### src/rtl/pipe_reg_skid_pkg.sv
// Shared types and helpers for the ALU datapath pipeline registers.
package alu_pkg;

  typedef enum logic [1:0] {
    EMPTY = 2'd0,
    ONE   = 2'd1,
    TWO   = 2'd2
  } pipe_state_t;

  // Default width of the output transfer counter.
  localparam int unsigned PIPE_CNT_W_DEF = 8;

  // Largest value held by a counter of the given width.
  function automatic longint unsigned pipe_cnt_max(input int unsigned w);
    return (64'd1 << w) - 64'd1;
  endfunction

  // Occupancy reported for each state; an illegal encoding reads as empty.
  function automatic logic [1:0] state_count(input pipe_state_t s);
    case (s)
      ONE:     return 2'd1;
      TWO:     return 2'd2;
      default: return 2'd0;
    endcase
  endfunction

endpackage

### src/rtl/pipe_reg_skid_if.sv
// Valid/ready handshake bundle for one pipeline stage: producer side (in_*)
// and consumer side (out_*).
interface pipe_reg_skid_if #(
  parameter int unsigned WIDTH = 16
) ();

  logic             in_valid;
  logic             in_ready;
  logic [WIDTH-1:0] in_data;
  logic             out_valid;
  logic             out_ready;
  logic [WIDTH-1:0] out_data;

  // Environment side: drives producer data and consumer ready.
  modport master (
    output in_valid, in_data, out_ready,
    input  in_ready, out_valid, out_data
  );

  // Pipeline register side.
  modport slave (
    input  in_valid, in_data, out_ready,
    output in_ready, out_valid, out_data
  );

endinterface

### src/rtl/pipe_reg_skid_reg_en.sv
// WIDTH-bit enabled data register with async reset and sync clear.
module reg_en #(
  parameter int unsigned      WIDTH     = 16,
  parameter logic [WIDTH-1:0] RESET_VAL = '0
) (
  input  logic             clk,
  input  logic             rst_n,
  input  logic             i_en,
  input  logic             i_clr,
  input  logic [WIDTH-1:0] i_d,
  output logic [WIDTH-1:0] o_q
);

  logic [WIDTH-1:0] r_q;

  // Clear wins over load; otherwise hold.
  always_ff @(posedge clk or negedge rst_n) begin
    if (!rst_n)     r_q <= RESET_VAL;
    else if (i_clr) r_q <= RESET_VAL;
    else if (i_en)  r_q <= i_d;
  end

  assign o_q = r_q;

endmodule

### src/rtl/pipe_reg_skid.sv
// Pipeline register with a 2-entry skid buffer: full throughput, registered
// in_ready (no out_ready -> in_ready combinational path), in-order delivery.
module pipe_reg_skid
  import alu_pkg::*;
#(
  parameter int unsigned      WIDTH     = 16,
  parameter logic [WIDTH-1:0] RESET_VAL = '0,
  parameter int unsigned      CNT_W     = PIPE_CNT_W_DEF
) (
  input  logic             clk,
  input  logic             rst_n,
  input  logic             flush,
  pipe_reg_skid_if.slave   bus,
  output logic [1:0]       count,
  output logic [CNT_W-1:0] xfer_cnt
);

  localparam logic [CNT_W-1:0] PIPE_CNT_MAX = CNT_W'(pipe_cnt_max(CNT_W));

  pipe_state_t      r_state;
  pipe_state_t      w_next_state;
  logic             r_in_ready;
  logic             r_out_valid;
  logic [CNT_W-1:0] r_xfer_cnt;

  logic             w_in_fire;
  logic             w_out_fire;
  logic             w_main_en;
  logic             w_skid_en;
  logic             w_clr;
  logic [WIDTH-1:0] w_main_d;
  logic [WIDTH-1:0] w_main_q;
  logic [WIDTH-1:0] w_skid_q;

  assign w_in_fire  = bus.in_valid  & r_in_ready;
  assign w_out_fire = r_out_valid   & bus.out_ready;

  // Next state and data-register load controls; flush overrides everything.
  always_comb begin
    w_next_state = r_state;
    w_main_en    = 1'b0;
    w_skid_en    = 1'b0;
    w_clr        = 1'b0;
    w_main_d     = bus.in_data;
    if (flush) begin
      w_next_state = EMPTY;
      w_clr        = 1'b1;
    end else begin
      case (r_state)
        EMPTY: begin
          if (w_in_fire) begin
            w_next_state = ONE;
            w_main_en    = 1'b1;
          end
        end
        ONE: begin
          if (w_in_fire && w_out_fire) begin
            w_main_en = 1'b1;
          end else if (w_in_fire) begin
            w_next_state = TWO;
            w_skid_en    = 1'b1;
          end else if (w_out_fire) begin
            w_next_state = EMPTY;
          end
        end
        TWO: begin
          // in_ready is low here, so only the drain side can move.
          if (w_out_fire) begin
            w_next_state = ONE;
            w_main_en    = 1'b1;
            w_main_d     = w_skid_q;
          end
        end
        default: w_next_state = EMPTY;
      endcase
    end
  end

  // State plus the registered handshake outputs, loaded from the next state.
  always_ff @(posedge clk or negedge rst_n) begin
    if (!rst_n) begin
      r_state     <= EMPTY;
      r_in_ready  <= 1'b1;
      r_out_valid <= 1'b0;
    end else begin
      r_state     <= w_next_state;
      r_in_ready  <= (w_next_state != TWO);
      r_out_valid <= (w_next_state != EMPTY);
    end
  end

  // Output transfer counter; counts through flush, cleared by reset only.
  always_ff @(posedge clk or negedge rst_n) begin
    if (!rst_n) begin
      r_xfer_cnt <= '0;
    end else if (w_out_fire) begin
      r_xfer_cnt <= (r_xfer_cnt == PIPE_CNT_MAX) ? '0 : r_xfer_cnt + 1'b1;
    end
  end

  reg_en #(
    .WIDTH     (WIDTH),
    .RESET_VAL (RESET_VAL)
  ) u_main (
    .clk   (clk),
    .rst_n (rst_n),
    .i_en  (w_main_en),
    .i_clr (w_clr),
    .i_d   (w_main_d),
    .o_q   (w_main_q)
  );

  reg_en #(
    .WIDTH     (WIDTH),
    .RESET_VAL (RESET_VAL)
  ) u_skid (
    .clk   (clk),
    .rst_n (rst_n),
    .i_en  (w_skid_en),
    .i_clr (w_clr),
    .i_d   (bus.in_data),
    .o_q   (w_skid_q)
  );

  // Occupancy decode from the state register.
  always_comb begin
    count = state_count(r_state);
  end

  assign bus.in_ready  = r_in_ready;
  assign bus.out_valid = r_out_valid;
  assign bus.out_data  = w_main_q;
  assign xfer_cnt      = r_xfer_cnt;

endmodule
### src/flat_wrapper.sv
// flat-port wrapper written by rule: the top's interface ports become plain ports
module pipe_reg_skid_flat import alu_pkg::*;
#(
  parameter int unsigned      WIDTH     = 16,
  parameter logic [WIDTH-1:0] RESET_VAL = '0,
  parameter int unsigned      CNT_W     = PIPE_CNT_W_DEF
)
  (clk, rst_n, flush, count, xfer_cnt, bus_in_valid, bus_in_data, bus_out_ready, bus_in_ready, bus_out_valid, bus_out_data);
  pipe_reg_skid_if #(.WIDTH(WIDTH)) bus_i ();
  input  logic clk;
  input  logic rst_n;
  input  logic flush;
  output logic [1:0] count;
  output logic [CNT_W-1:0] xfer_cnt;
  input wire logic [$bits(bus_i.in_valid)-1:0] bus_in_valid;
  input wire logic [$bits(bus_i.in_data)-1:0] bus_in_data;
  input wire logic [$bits(bus_i.out_ready)-1:0] bus_out_ready;
  output wire logic [$bits(bus_i.in_ready)-1:0] bus_in_ready;
  output wire logic [$bits(bus_i.out_valid)-1:0] bus_out_valid;
  output wire logic [$bits(bus_i.out_data)-1:0] bus_out_data;
  assign bus_i.in_valid = bus_in_valid;
  assign bus_i.in_data = bus_in_data;
  assign bus_i.out_ready = bus_out_ready;
  assign bus_in_ready = bus_i.in_ready;
  assign bus_out_valid = bus_i.out_valid;
  assign bus_out_data = bus_i.out_data;
  pipe_reg_skid #(.WIDTH(WIDTH), .RESET_VAL(RESET_VAL), .CNT_W(CNT_W)) u_core (.clk(clk), .rst_n(rst_n), .flush(flush), .bus(bus_i), .count(count), .xfer_cnt(xfer_cnt));
endmodule
### config.mk
export PLATFORM = sky130hd
export DESIGN_NAME = pipe_reg_skid_flat
export DESIGN_NICKNAME = d
export VERILOG_FILES = /design/src/rtl/pipe_reg_skid_pkg.sv /design/src/rtl/pipe_reg_skid_if.sv /design/src/rtl/pipe_reg_skid_reg_en.sv /design/src/rtl/pipe_reg_skid.sv /design/src/flat_wrapper.sv
export SDC_FILE = /design/constraint.sdc
export NUM_CORES = 1
export LEC_CHECK = 0
export CAP_MARGIN = 40
export CORE_AREA = 2 2 83 85
export DETAILED_ROUTE_END_ITERATION = 10
export DIE_AREA = 0 0 85 87
export PLACE_DENSITY = 0.66
export SLEW_MARGIN = 25
export SYNTH_ARGS = -nofsm -noshare
export SYNTH_HDL_FRONTEND = slang
export SYNTH_SLANG_ARGS = --single-unit
export TNS_END_PERCENT = 30
### constraint.sdc
create_clock -name clk -period 1.8 [get_ports clk]
set_input_delay 0.27 -clock clk [delete_from_list [all_inputs] [get_ports clk]]
set_output_delay 0.27 -clock clk [all_outputs]
set_load 0.01 [all_outputs]
==> flow_metrics.py, run 1 <==
metrics = {
    "outcome": {
        "status": "finished clean",
    },
    "route": {
        "drtAntennaViolNets": 0,
        "viasPerCell": 5.39,
        "drc": 0,
        "wl_per_cell_um": 14.8,
        "vias": 1925,
        "wl_um": 5270,
        "drt-initial-drc-count": 175,
        "firstDrtPassIters": 4,
    },
    "worst_setup_path": {
        "timing.rr.end": "u_core.u_main.o_q[12]",
        "reg2reg_from": "u_core.r_state[1]",
        "critPathSlowestCell": "clkdlybuf4s50_1",
        "slowest_delay_ns": 0.52,
        "startpoint": "u_core.r_state[0]",
        "cp.buffers_inverters": 2,
        "ff2ff_path_depth": 5,
        "start_kind": "flip-flop",
        "critPathArrivalTime_ns": 1.48,
        "cp_cell_sequence": "nand2b_4 -> inv_1 -> clkdlybuf4s50_1",
        "path_class": "reg -> out",
        "required_ns": 1.53,
        "critPathCaptureType": "output pin",
        "crit_fanout": 6,
        "r2r_slack_ns": 0.28,
        "crit_family": "buffers and inverters",
    },
    "timing": {
        "finClkSkew_ns": 0.00546,
        "setup_viol": 0,
        "fmax_ghz": 0.571,
        "hold_viol": 0,
        "min_period_ns": 1.75,
        "tightest_slew_ns": 0.522,
        "max_slew_margin": 0.652,
        "slew_violations": 0,
        "fin_crit_sh": 0.973,
    },
    "clock_network": {
        "cts_tree": "done",
        "clkSlewWorstSetupHoldPaths_ns": 0.08,
        "htreeDepth": 2,
        "cts_root_buf": "clkbuf_8",
        "insertion_delay_ns": 0.30,
        "clock_path_buffers": 2,
        "numCtsBuffers": 5,
        "clock_sinks": 44,
    },
    "floorplanning": {
        "coreArea_mm2": 0.00657,
        "die_area_mm2": 0.00740,
        "num_io_pins": 49,
        "start_util": 0.335,
        "die_w_um": 85,
        "die_y_um": 87,
        "rows": 30,
    },
    "synth": {
        "yosys-top-cells-area": "dfrtp_1 (49%), nand3_1 (8.0%), o21ai_0 (7.7%), a311oi_1 (6.4%), a21oi_1 (4.1%)",
        "synth-main-ff-cell": "dfrtp_1",
        "syn_area_per_cell_um2": 9.60,
        "yosys.area.top_type_share": 0.489,
        "yosysMostFrequentCell": "dfrtp_1",
        "yosysSeqAreaShare": 0.501,
        "async_flop_share": 1.00,
        "syn-cell-area_mm2": 0.00220,
        "yosys_warnings": 0,
        "synthCells": 229,
        "ys_seq_elements": 44,
        "synth_top_area_cell": "dfrtp_1",
        "synth_commonest_cells": "dfrtp_1 (43), nand3_1 (35), o21ai_0 (34)",
        "synth_edf_count": 0,
        "syn_nets": 251,
        "synthDistinctLibCells": 43,
    },
    "cells_and_area": {
        "final_util": 0.447,
        "post-route-cell-area_mm2": 0.00294,
        "nNetsFinal": 298,
        "drive_above_1_share": 0.112,
        "n_antenna_cell": 0,
        "nFillCells": 626,
        "synthToLayoutAreaGrowth_pct": 33.6,
    },
    "global_routing": {
        "track_usage": 0.150,
        "grt_start_max_net_pins": 35,
        "grt_pass1_wl_um": 8900,
        "antenna_found_initial": 0,
        "grt-ovfl-total": 0,
        "first_global_vias": 1792,
    },
    "power": {
        "p_leak_nw": 1.23,
        "power.density_mw_per_mm2": 926,
        "switching_share": 0.317,
        "p_clk_frac": 0.244,
        "p_comb_frac": 0.304,
        "internal_power_mw": 1.86,
        "vdd_drop_max_mv": 0.556,
        "p_switching_mw": 0.862,
        "power_frac_seq": 0.452,
    },
    "min_path": {
        "hp-class": "in -> async",
    },
    "placement": {
        "place_area_mm2": 0.00280,
        "routabilityCongestion": 0.753,
        "hpwl_um": 3480,
        "io_buffers": 48,
    },
    "job": {
        "drv_cap": 0,
    },
}
power by group through the flow:
| stage | sequential [mW] | clock, mW | combinational [mW] |
|---|---|---|---|
| 2_1_floorplan | 1.27 | 0 | 0.388 |
| 3_3_place_gp | 1.25 | 0 | 0.807 |
| 3_5_place_dp | 1.25 | 0 | 0.817 |
| 4_1_cts | 1.23 | 0.687 | 0.824 |
| 5_1_grt | 1.25 | 0.729 | 0.913 |
| 6_report | 1.23 | 0.663 | 0.828 |
worst reg2reg max path: stages (launching register included):
cell	delay [ns]
dfrtp_2	0.44
buf_4	0.14
and3b_1	0.24
buf_12	0.19
nand3_1	0.11
a311oi_1	0.29
metal layers:
layer  vias to the layer above  GRT usage  part of all wire
met5                         -          0                 0
met4                         0     0.0390             0.011
met3                         6     0.0322             0.038
met2                        39      0.241              0.48
met1                       943      0.206              0.47
li1                        937          -                 -
stage by stage:
stage	power, mW	hold WS, ns	setup TNS (ns)	setup WS, ns	cells
floorplan	1.66	-0.0256	0	0.435	229
global placement	2.06	0.268	0	0.0494	345
detailed placement	2.07	0.277	0	0.0271	345
CTS	2.74	0.499	0	0.00569	354
global route	2.89	0.514	-0.000172	-0.000172	357
finish	2.72	0.477	0	0.0486	357
kinds of logic (layout without fill, tap and decap cells):
group / after synthesis / count (layout) / synth area share
xor gates and xnor gates: 3 / 3 / 0.0120
and+or+nand+nor: 76 / 76 / 0.176
AOI/OAI and AO/OA: 80 / 80 / 0.232
muxes: 2 / 2 / 0.00968
buffers and inverters: 23 / 71 / 0.0632
adders and majority gates: 1 / 1 / 0.00569
DFF: 44 / 44 / 0.501
flip-flops by register name (all words and copies together) (netlist names):
| register | cells |
|---|---|
| u_core.bus.in_ready | 1 |
| u_core.bus.out_valid | 1 |
| u_core.u_main.o_q | 16 |
| u_core.xfer_cnt | 8 |
| u_core.r_state | 2 |
| u_core.u_skid.o_q | 16 |
area by class of cell:
type                    count  area (um^2)  area share
clock inverters             2         15.0     0.00511
clock buffers               6         82.6      0.0281
repair buffers             61          663       0.226
well taps                  80          100      0.0341
multi-input cells         162          965       0.328
inverters                   2         7.51     0.00256
flip-flops and latches     44         1100       0.376
placed cells by master (no fill, tap or decap), drive strengths merged, types with 2 or more instances in the layout:
cell / netlist / routed
clkdlybuf4s50: 0 / 47
dfrtp: 43 / 43
o21ai: 36 / 36
nand3: 35 / 35
a21oi: 18 / 18
nor2: 17 / 17
a311oi: 16 / 16
buf: 14 / 13
nand2: 8 / 8
clkbuf: 7 / 6
nor2b: 3 / 3
and2: 2 / 2
inv: 2 / 2
nor3: 2 / 2
xor2: 2 / 2
clkinvlp: 0 / 2
worst max path at each step:
| stage | cells after the start | endpoint |
|---|---|---|
| 2_1_floorplan | 5 | u_core.u_main.o_q[10] |
| 3_3_place_gp | 5 | u_core.u_main.o_q[14] |
| 3_5_place_dp | 5 | u_core.u_main.o_q[0] |
| 4_1_cts | 3 | count[1] |
| 5_1_grt | 3 | count[1] |
| 6_report | 3 | count[1] |
timing repair:
item                                   4_1_cts  5_1_grt
setup buffers                                0        3
setup endpoints to repair                    1        2
endpoints found under the hold margin       19        0
resized for setup                            2        1
hold buffers                                 1        0
Note: power is estimated with default switching activity, not from simulation.
==> run 2: changes to the inputs <==
--- a/config.mk
+++ b/config.mk
@@ -5,7 +5,6 @@
 export SDC_FILE = /design/constraint.sdc
 export NUM_CORES = 1
 export LEC_CHECK = 0
-export CAP_MARGIN = 40
 export CORE_AREA = 2 2 83 85
 export DETAILED_ROUTE_END_ITERATION = 10
 export DIE_AREA = 0 0 85 87
==> constraint.sdc (replaced) <==
create_clock -name clk -period 2.1 [get_ports clk]
set_input_delay 0.315 -clock clk [delete_from_list [all_inputs] [get_ports clk]]
set_output_delay 0.315 -clock clk [all_outputs]
set_load 0.01 [all_outputs]
==> run 2 against run 1 <==
- die area unchanged
- utilization decreased by 1.4 points
- power decreased by 16%
- sequential share of layout area increased by 1.2 points
- register-to-register slack improved by 0.30 ns
- highest routed layer unchanged
- via count decreased by 1.2%
- worst setup slack improved by 0.19 ns
- sequential cell count unchanged
==> flow_metrics.py, run 2 (synthesized netlist as in run 1, its figures left out) <==
metrics = {
    "outcome": {
        "status": "finished clean",
    },
    "timing": {
        "final.setup.tns_ns": 0,
        "hold_viol": 0,
        "setup_viol": 0,
        "fin_crit_sh": 0.885,
        "min_period_ns": 1.86,
        "fmax_ghz": 0.538,
        "slew_violations": 0,
        "fin_ws_ns": 0.241,
        "tightest_slew_ns": 0.404,
        "max_slew_margin": 0.731,
        "rsz0062_at_grt": "no",
        "finClkSkew_ns": 0.0133,
    },
    "floorplanning": {
        "die_w_um": 85,
        "die_y_um": 87,
        "start_util": 0.335,
        "num_io_pins": 49,
        "die_area_mm2": 0.00740,
        "coreArea_mm2": 0.00657,
        "rows": 30,
    },
    "clock_network": {
        "clock_sinks": 44,
        "htreeDepth": 2,
        "numCtsBuffers": 5,
        "postCtsSetupRepairBufs": 0,
        "clkSlewWorstSetupHoldPaths_ns": 0.09,
        "cts_hold_buf": 1,
        "insertion_delay_ns": 0.29,
        "clock_path_buffers": 2,
        "ctsResizeCount": 0,
        "cts_tree": "done",
        "cts_root_buf": "clkbuf_8",
    },
    "cells_and_area": {
        "nFillCells": 641,
        "nNetsFinal": 294,
        "drive_above_1_share": 0.0842,
        "n_antenna_cell": 0,
        "multi_input_area_um2": 957,
        "final_common_cell": "clkdlybuf4s50_1",
        "synthToLayoutAreaGrowth_pct": 29.4,
        "final_cells": 353,
        "final_cell_mix": "clkdlybuf4s50_1 (47), dfrtp_1 (43), nand3_1 (35)",
        "regArea_mm2": 0.00110,
    },
    "worst_setup_path": {
        "critPathArrivalTime_ns": 1.54,
        "start_kind": "flip-flop",
        "critPathCaptureType": "output pin",
        "r2r_slack_ns": 0.58,
        "path_class": "reg -> out",
        "crit_fanout": 7,
        "required_ns": 1.78,
    },
    "global_routing": {
        "antenna_found_initial": 0,
        "grt_pass1_wl_um": 8650,
        "grt_start_max_net_pins": 34,
        "first_global_vias": 1686,
        "grt-ovfl-total": 0,
        "track_usage": 0.147,
    },
    "route": {
        "wl_um": 5280,
        "drtAntennaViolNets": 0,
        "firstDrtPassIters": 4,
        "vias": 1901,
        "drc": 0,
        "drt-initial-drc-count": 159,
        "viasPerCell": 5.39,
        "wl_per_cell_um": 14.9,
    },
    "power": {
        "power_mw": 2.27,
        "p_leak_nw": 1.19,
        "power.density_mw_per_mm2": 800,
        "vdd_drop_max_mv": 0.413,
    },
    "placement": {
        "hpwl_um": 3440,
        "place_inst": 344,
        "io_buffers": 48,
        "routabilityCongestion": 0.751,
        "pre_cts_ws_ns": 0.149,
    },
    "job": {
        "drv_cap": 0,
    },
    "min_path": {
        "hp-class": "in -> async",
    },
}
==> run 2: stage by stage <==
stage	utilization	cell area, um^2	hold WS, ns
floorplan	-	2200	0.0194
global route	0.433	2840	0.477
finish	0.433	2840	0.469
global placement	0.417	2740	0.257
detailed placement	0.417	2740	0.259
CTS	0.433	2840	0.475
==> run 2: worst max-delay path, cell delays in order, from the launching register on <==
cell and delay (ns):
dfrtp_1 0.44, nand2b_1 0.22, inv_1 0.07, clkdlybuf4s50_1 0.52
==> run 2: area by class of cell <==
cell class | count | share of cell area
Sequential cell | 44 | 0.388
Multi-Input combinational cell | 162 | 0.337
Timing Repair Buffer | 57 | 0.205
Tap cell | 80 | 0.0352
Inverter | 2 | 0.00264
Clock inverter | 1 | 0.00264
Clock buffer | 7 | 0.0304
==> run 2: routing by layer <==
layer | wire (um) | share of wire | global-route usage | up-vias
met2 | 2640 | 0.50 | 0.230 | 50
met3 | 234 | 0.044 | 0.0389 | 2
met4 | 24 | 0.0045 | 0.0433 | 0
met5 | 0 | 0 | 0 | -
met1 | 2380 | 0.45 | 0.201 | 922
li1 | - | - | - | 927
==> run 2: path summary, 6_finish.rpt <==
path,to,start,cells past startpoint
max in group asynchronous,u_core.xfer_cnt[2],rst_n,3
min,u_core.xfer_cnt[0],rst_n,2
max,count[1],u_core.r_state[0],3
max reg2reg,u_core.u_main.o_q[15],u_core.bus.in_ready,4
min reg2reg,u_core.u_skid.o_q[0],u_core.u_skid.o_q[0],2
min in group clk,u_core.u_skid.o_q[0],u_core.u_skid.o_q[0],2
==> run 2: power breakdown <==
part / internal, mW / switching (mW)
clock network: 0.268 / 0.291
registers: 0.949 / 0.107
logic: 0.337 / 0.322
==> edit 1 (flow settings as in run 1) <==
Set the package constant `PIPE_CNT_W_DEF` to 6 (it was 8).
--- a/src/rtl/pipe_reg_skid_pkg.sv
+++ b/src/rtl/pipe_reg_skid_pkg.sv
@@ -8,7 +8,7 @@
   } pipe_state_t;
 
   // Default width of the output transfer counter.
-  localparam int unsigned PIPE_CNT_W_DEF = 8;
+  localparam int unsigned PIPE_CNT_W_DEF = 6;
 
   // Largest value held by a counter of the given width.
   function automatic longint unsigned pipe_cnt_max(input int unsigned w);
Ports: changed (resized xfer_cnt); port bits go from 49 to 47. The function was not compared with the original's and may differ.
==> edit 1 against run 1 <==
  * Wire length down 1.2%
  * Design area down 5.8%
  * Worst setup slack improved by 0.043 ns
  * Clock skew increased by 0.0043 ns
  * Sequential cell count is 2 lower
  * Register-to-register slack got worse by 0.09 ns
  * Count of clock-buffer cells in the layout down 1
  * Power down 3.1%
  * Synthesized area fell by 5.6%
  * Fmax grew 2.5%
  * Critical path type unchanged
  * Highest routed layer unchanged
==> edit 1: results (changes against run 1) <==
Logic synthesis
  – Synth Net Count: 238 (was 251)
  – Register area share after synthesis: 0.5072 (was 0.5014)
  – Mapped Cells: 216 (was 229)
  – Most used DFF post-synth: dfrtp_1 (unchanged)
  – Ys Warns: 0 (unchanged)
  – Most frequent cells after synthesis: 41 x dfrtp_1, 34 x nand3_1, 32 x o21ai_0, 19 x a21oi_1, 17 x a311oi_1 (was 43 x dfrtp_1, 35 x nand3_1, 34 x o21ai_0, 18 x a21oi_1, 17 x nor2_1)
  – Mux cell area share after synthesis: 0.004825 (was 0.009676)
  – Adder-cell share of the synthesized area: 0.006031 (was 0.005692)
  – Synth top area cells: dfrtp_1 49%, nand3_1 8.2%, o21ai_0 7.7% (was dfrtp_1 49%, nand3_1 8.0%, o21ai_0 7.7%)
  – Synth Area in XOR/XNOR: 0.008444 (was 0.01195)
  – Compound-Gate Fraction of Synth Area: 0.2491 (was 0.2322)
  – Ys async rst share: 1.000 (unchanged)
  – Netlist cell types: 37 (was 43)

Global route
  – GRT Total Usage: 0.1471 (was 0.1497)
  – Vias in the first global route: 1,812 (was 1,792)
  – Pin count of the biggest net entering global routing: 35 (unchanged)
  – First-pass GRT wire length: 8838 um (was 8901 um)

Critical path
  – Critical path fanouts, max: 8 (was 6)
  – Reg2reg end: u_core.u_main.o_q[13] (was u_core.u_main.o_q[12])
  – Internal reg-to-reg setup slack: 0.19 ns (was 0.28 ns)
  – Crit path max-delay family: buffers and inverters (unchanged)
  – Reg2Reg Depth: 5 (unchanged)
  – Arrival time worst endpoint: 1.44 ns (was 1.48 ns)
  – Launching point of the worst reg2reg path: u_core.r_state[0] (was u_core.r_state[1])
  – Crit-path slowest cell: clkdlybuf4s50_1 (unchanged)
  – Max incr delay on CP: 0.61 ns (was 0.52 ns)

Power and ir drop
  – Internal power: 1.834 mW (was 1.859 mW)
  – Pleak: 1.182 nW (was 1.226 nW)
  – VDD IR max: 0.5054 mV (was 0.5563 mV)

Drt
  – Vias per cell: 5.487 (was 5.392)
  – Pre-antenna DRT Iters: 4 (unchanged)
  – DR WL/cell: 15.26 um (was 14.76 um)
  – Initial drt markers: 155 (was 175)

Placed design
  – Buffers on Ports: 46 (was 48)
  – GPL Wtd Cong: 0.6883 (was 0.7528)
  – Cell count after placement: 330 (was 345)
  – Hpwl dp: 3189 um (was 3479 um)

Layout
  – Diodes inserted: 0 (unchanged)
  – Nets: 282 (was 298)
  – Layout cell share with drive strength beyond 1: 0.09579 (was 0.1119)
  – Cell Count, Final, Fillers Out: 341 (was 357)
  – Fill cell count: 642 (was 626)

STA
  – Rel. slew slack: 0.6622 (was 0.6519)
  – Clock skew: 0.009776 ns (was 0.005458 ns)

CTS
  – Inserted Clock Buffers: 5 (unchanged)
  – H-tree Lvls: 2 (unchanged)
  – CTS root buf: clkbuf_8 (unchanged)
  – Clock slew at reported path FFs: 0.08 ns (about the same)
  – Worst-Skew Late Latency: slightly below 0.3 ns

Min path
  – Hold Path Class: in -> async (unchanged)

Outcome
  – Status: completed (unchanged)
-- edit 1: cell types whose count changed in the layout (fill, tap and decap cells not counted), moves of 2 or more --
cell,delta
nor3_1,-2
o21ai_0,-2
clkdlybuf4s50_1,-4
nor2b_1,-2
clkinvlp_4,-2
dfrtp_2,-2
o31ai_1,+2
xor2_1,-2
clkinv_2,+2
buf_12,-2
-- edit 1: power by group through the flow --
stage / Combinational [mW] / Sequential (mW) / Clock (mW)
CTS: 0.735 / 1.18 / 0.754
finish: 0.731 / 1.18 / 0.732
global route: 0.801 / 1.19 / 0.792
global placement: 0.710 / 1.20 / 0
floorplan: 0.350 / 1.21 / 0
detailed placement: 0.718 / 1.20 / 0
-- edit 1: kinds of logic after synthesis --
group,after synthesis
buffers and inverters,22
xor gates and xnor gates,2
and+or+nand+nor,68
adders and majority gates,1
DFF,42
AOI/OAI and AO/OA,80
muxes,1
-- edit 1: through the flow --
step           instance area, um2  utilization  hold WS, ns  setup WS, ns
5_1_grt                      2768       0.4213       0.5140       0.03794
4_1_cts                      2765       0.4210       0.4909       0.03157
2_1_floorplan                2074            -     -0.02559        0.4410
3_3_place_gp                 2633       0.4008       0.2569       0.09130
3_5_place_dp                 2633       0.4008       0.2631       0.02693
6_report                     2768       0.4213       0.4834       0.09172
-- edit 1: timing repair --
item / 4_1_cts / 5_1_grt
gates resized for setup: 1 / 1
hold buffers: 1 / 0
pin swaps: 0 / 0
hold endpoints to repair: 18 / 0
buffers inserted: 2 / 0
setup endpoints to repair: 1 / 1
-- edit 1: final cells by class --
| type | count | area share |
|---|---|---|
| tap | 80 | 0.03617 |
| clock inverter | 3 | 0.01447 |
| timing repair buffer | 58 | 0.2211 |
| inverter | 1 | 0.001356 |
| multi-input combinational | 152 | 0.3219 |
| clock buffer | 5 | 0.02486 |
| sequential | 42 | 0.3802 |
-- edit 1: how the worst max path moves through the flow --
| stage | from | end | slack [ns] | cells past startpoint |
|---|---|---|---|---|
| 4_1_cts | u_core.r_state[1] | count[0] | 0.03 | 3 |
| 2_1_floorplan | u_core.bus.in_ready | u_core.u_main.o_q[10] | 0.44 | 5 |
| 5_1_grt | u_core.bus.out_valid | bus_out_valid | 0.04 | 1 |
| 6_report | u_core.bus.out_valid | bus_out_valid | 0.09 | 1 |
| 3_3_place_gp | bus_out_ready | u_core.u_main.o_q[11] | 0.09 | 4 |
| 3_5_place_dp | bus_out_ready | u_core.u_main.o_q[13] | 0.03 | 4 |
-- edit 1: layer usage --
metal  vias to the layer above  part of all wire  GRT usage
met5                         -                 0          0
met4                         0             0.015    0.04618
met3                         6             0.035    0.02938
met2                        47              0.49     0.2401
met1                       931              0.46     0.1975
li1                        887                 -          -
==> edit 2 (config.mk and constraints of run 1) <==
Made on the original files. Encoding of `pipe_state_t`: now one-hot (3 bits for 3 states).
--- a/src/rtl/pipe_reg_skid_pkg.sv
+++ b/src/rtl/pipe_reg_skid_pkg.sv
@@ -1,10 +1,10 @@
 // Shared types and helpers for the ALU datapath pipeline registers.
 package alu_pkg;
 
-  typedef enum logic [1:0] {
-    EMPTY = 2'd0,
-    ONE   = 2'd1,
-    TWO   = 2'd2
+  typedef enum logic [2:0] {
+    EMPTY = 3'b001,
+    ONE   = 3'b010,
+    TWO   = 3'b100
   } pipe_state_t;
 
   // Default width of the output transfer counter.
Formal check against the unedited RTL: no difference found for any inputs over 10 cycles, from zero or initial values and one cycle with rst_n low; not proved beyond that.
==> edit 2 against run 1 <==
  * Die area is the same
  * Wire length shrank 18%
  * Synthesized cell count shrank 15%
  * Power shrank 15%
  * Critical path type unchanged
  * Synthesized area shrank 3.8%
  * Non-clock buffer count shrank 2
  * Critical endpoint unchanged
  * Design area shrank 3.4%
  * Worst setup slack gained 0.068 ns
  * Sequential cell count grew 1
==> edit 2: results (changes against run 1) <==
Logic synthesis
  – Synth Net Count: 216 (was 251)
  – Ys async rst share: 1.000 (unchanged)
  – Ys Warns: 0 (unchanged)
  – Post-Syn Area per Cell: 10.91 um2 (was 9.600 um2)
  – Register area share after synthesis: 0.5334 (was 0.5014)
  – Most frequent cells after synthesis: 43 x dfrtp_1, 25 x nor2_1, 19 x a21oi_1, 18 x inv_1 (was 43 x dfrtp_1, 35 x nand3_1, 34 x o21ai_0, 18 x a21oi_1, 17 x nor2_1)
  – Most used DFF post-synth: dfrtp_1 (unchanged)
  – Netlist cell types: 38 (was 43)
  – Synth top area cells: dfrtp_1 51%, o221a_1 8.5%, mux2i_1 7.6% (was dfrtp_1 49%, nand3_1 8.0%, o21ai_0 7.7%)

Drt
  – Wl on met1: 2005 um (was 2502 um)
  – Vias per cell: 4.870 (was 5.392)
  – Uppermost layer routed: met4 (unchanged)
  – Initial drt markers: 70 (was 175)
  – Routed WL: 4344 um (was 5268 um)
  – Routed length on met2: 1989 um (was 2508 um)
  – Pre-antenna DRT Iters: 5 (was 4)
  – Met3 wire length: 302 um (was 198 um)
  – DR WL/cell: 13.16 um (was 14.76 um)

Critical path
  – Arrival time worst endpoint: 1.41 ns (was 1.48 ns)
  – Critical path fanouts, max: 4 (was 6)
  – Reg2reg end: u_core.u_main.o_q[9] (was u_core.u_main.o_q[12])
  – Worst Setup SP: u_core.r_state[1] (was u_core.r_state[0])
  – Internal reg-to-reg setup slack: 0.16 ns (was 0.28 ns)
  – CP endpoint: count[1] (unchanged)
  – Launching point of the worst reg2reg path: u_core.r_state[0] (was u_core.r_state[1])

Outcome
  – Status: completed (unchanged)

Min path
  – Hold Path Class: in -> async (unchanged)

Power and ir drop
  – Pleak: 1.180 nW (was 1.226 nW)
  – VDD IR max: 0.3001 mV (was 0.5563 mV)
  – NetSw: 0.6100 mW (was 0.8623 mW)

Layout
  – Nets: 271 (was 298)
  – Diodes inserted: 0 (unchanged)
  – Layout cell share with drive strength beyond 1: 0.1080 (was 0.1119)

Global route
  – GRT Total Usage: 0.1269 (was 0.1497)
  – Pin count of the biggest net entering global routing: 29 (was 35)
  – Initial antenna violation count: 0 (unchanged)
  – Vias in the first global route: 1,548 (was 1,792)
  – First-pass GRT wire length: 7472 um (was 8901 um)

Placed design
  – GPL Wtd Cong: 0.8067 (was 0.7528)
  – Placed Instance Area: 2725 um2 (was 2798 um2)
  – Buffers on Ports: 48 (unchanged)
  – DP Worst Slack: 0.01870 ns (was 0.02715 ns)
  – Hpwl dp: 3123 um (was 3479 um)
  – Cell count after placement: 321 (was 345)

CTS
  – Clk buf depth: 2 (unchanged)
  – Inserted Clock Buffers: 5 (unchanged)
  – Clock slew at reported path FFs: 0.08 ns (about the same)
  – H-tree Lvls: 2 (unchanged)
  – Worst-Skew Late Latency: 0.29 ns

STA
  – Tcrit/Tclk final: 0.9350 (was 0.9730)
  – Tightest Pin Transition: 0.4456 ns (was 0.5222 ns)
  – Clock skew: 0.004214 ns (was 0.005458 ns)

Flow run
  – Max-cap violations: 0 (unchanged)
[edit 2: critical path, cell delays in order, from the launching register on]
cell	delay, ns
dfrtp_1	0.44
nand2b_2	0.25
nor2_1	0.15
dlygate4sd2_1	0.29
[edit 2: cell families (layout without fill, tap and decap cells)]
group                      Yosys count  in the layout  synth area share
buffers and inverters               29             85           0.06918
adders and majority gates            1              1          0.005913
xor gates and xnor gates             4              4           0.01656
and+or+nand+nor                     55             55            0.1372
AOI/OAI and AO/OA                   44             44            0.1620
muxes                               16             16           0.07569
DFF                                 45             45            0.5334
[edit 2: routing by layer]
| layer | vias to the layer above | track usage |
|---|---|---|
| met5 | - | 0 |
| met4 | 0 | 0.03463 |
| met3 | 6 | 0.03886 |
| met2 | 45 | 0.1939 |
| met1 | 770 | 0.1756 |
| li1 | 786 | - |
[edit 2: what timing repair did]
item                                    4_1_cts  5_1_grt
resized for setup                             1        1
hold buffers                                  1        0
buffers inserted                              0        0
endpoints found under the hold margin        15        0
endpoints found under the setup margin        1        1
[edit 2: power groups by stage]
stage	registers (mW)	clock network (mW)	logic, mW
3_5_place_dp	1.19	0	0.468
3_3_place_gp	1.19	0	0.464
4_1_cts	1.17	0.705	0.473
6_report	1.17	0.675	0.465
2_1_floorplan	1.21	0	0.177
5_1_grt	1.19	0.741	0.510
[edit 2: worst min path at each step]
stage | startpoint | slack, ns | end
CTS | rst_n | 0.47 | u_core.r_state[1]
global placement | rst_n | 0.25 | u_core.r_state[1]
global route | rst_n | 0.50 | u_core.r_state[2]
finish | rst_n | 0.47 | u_core.r_state[1]
floorplan | rst_n | -0.03 | u_core.bus.out_valid
detailed placement | rst_n | 0.24 | u_core.r_state[1]
[edit 2: final cells by class]
cell class	count	area [um2]
Clock buffer	7	96.34
Clock inverter	1	5.005
Fill cell	614	3731
Inverter	18	67.56
Multi-Input combinational cell	120	840.8
Sequential cell	45	1129
Tap cell	80	100.1
Timing Repair Buffer	59	599.3
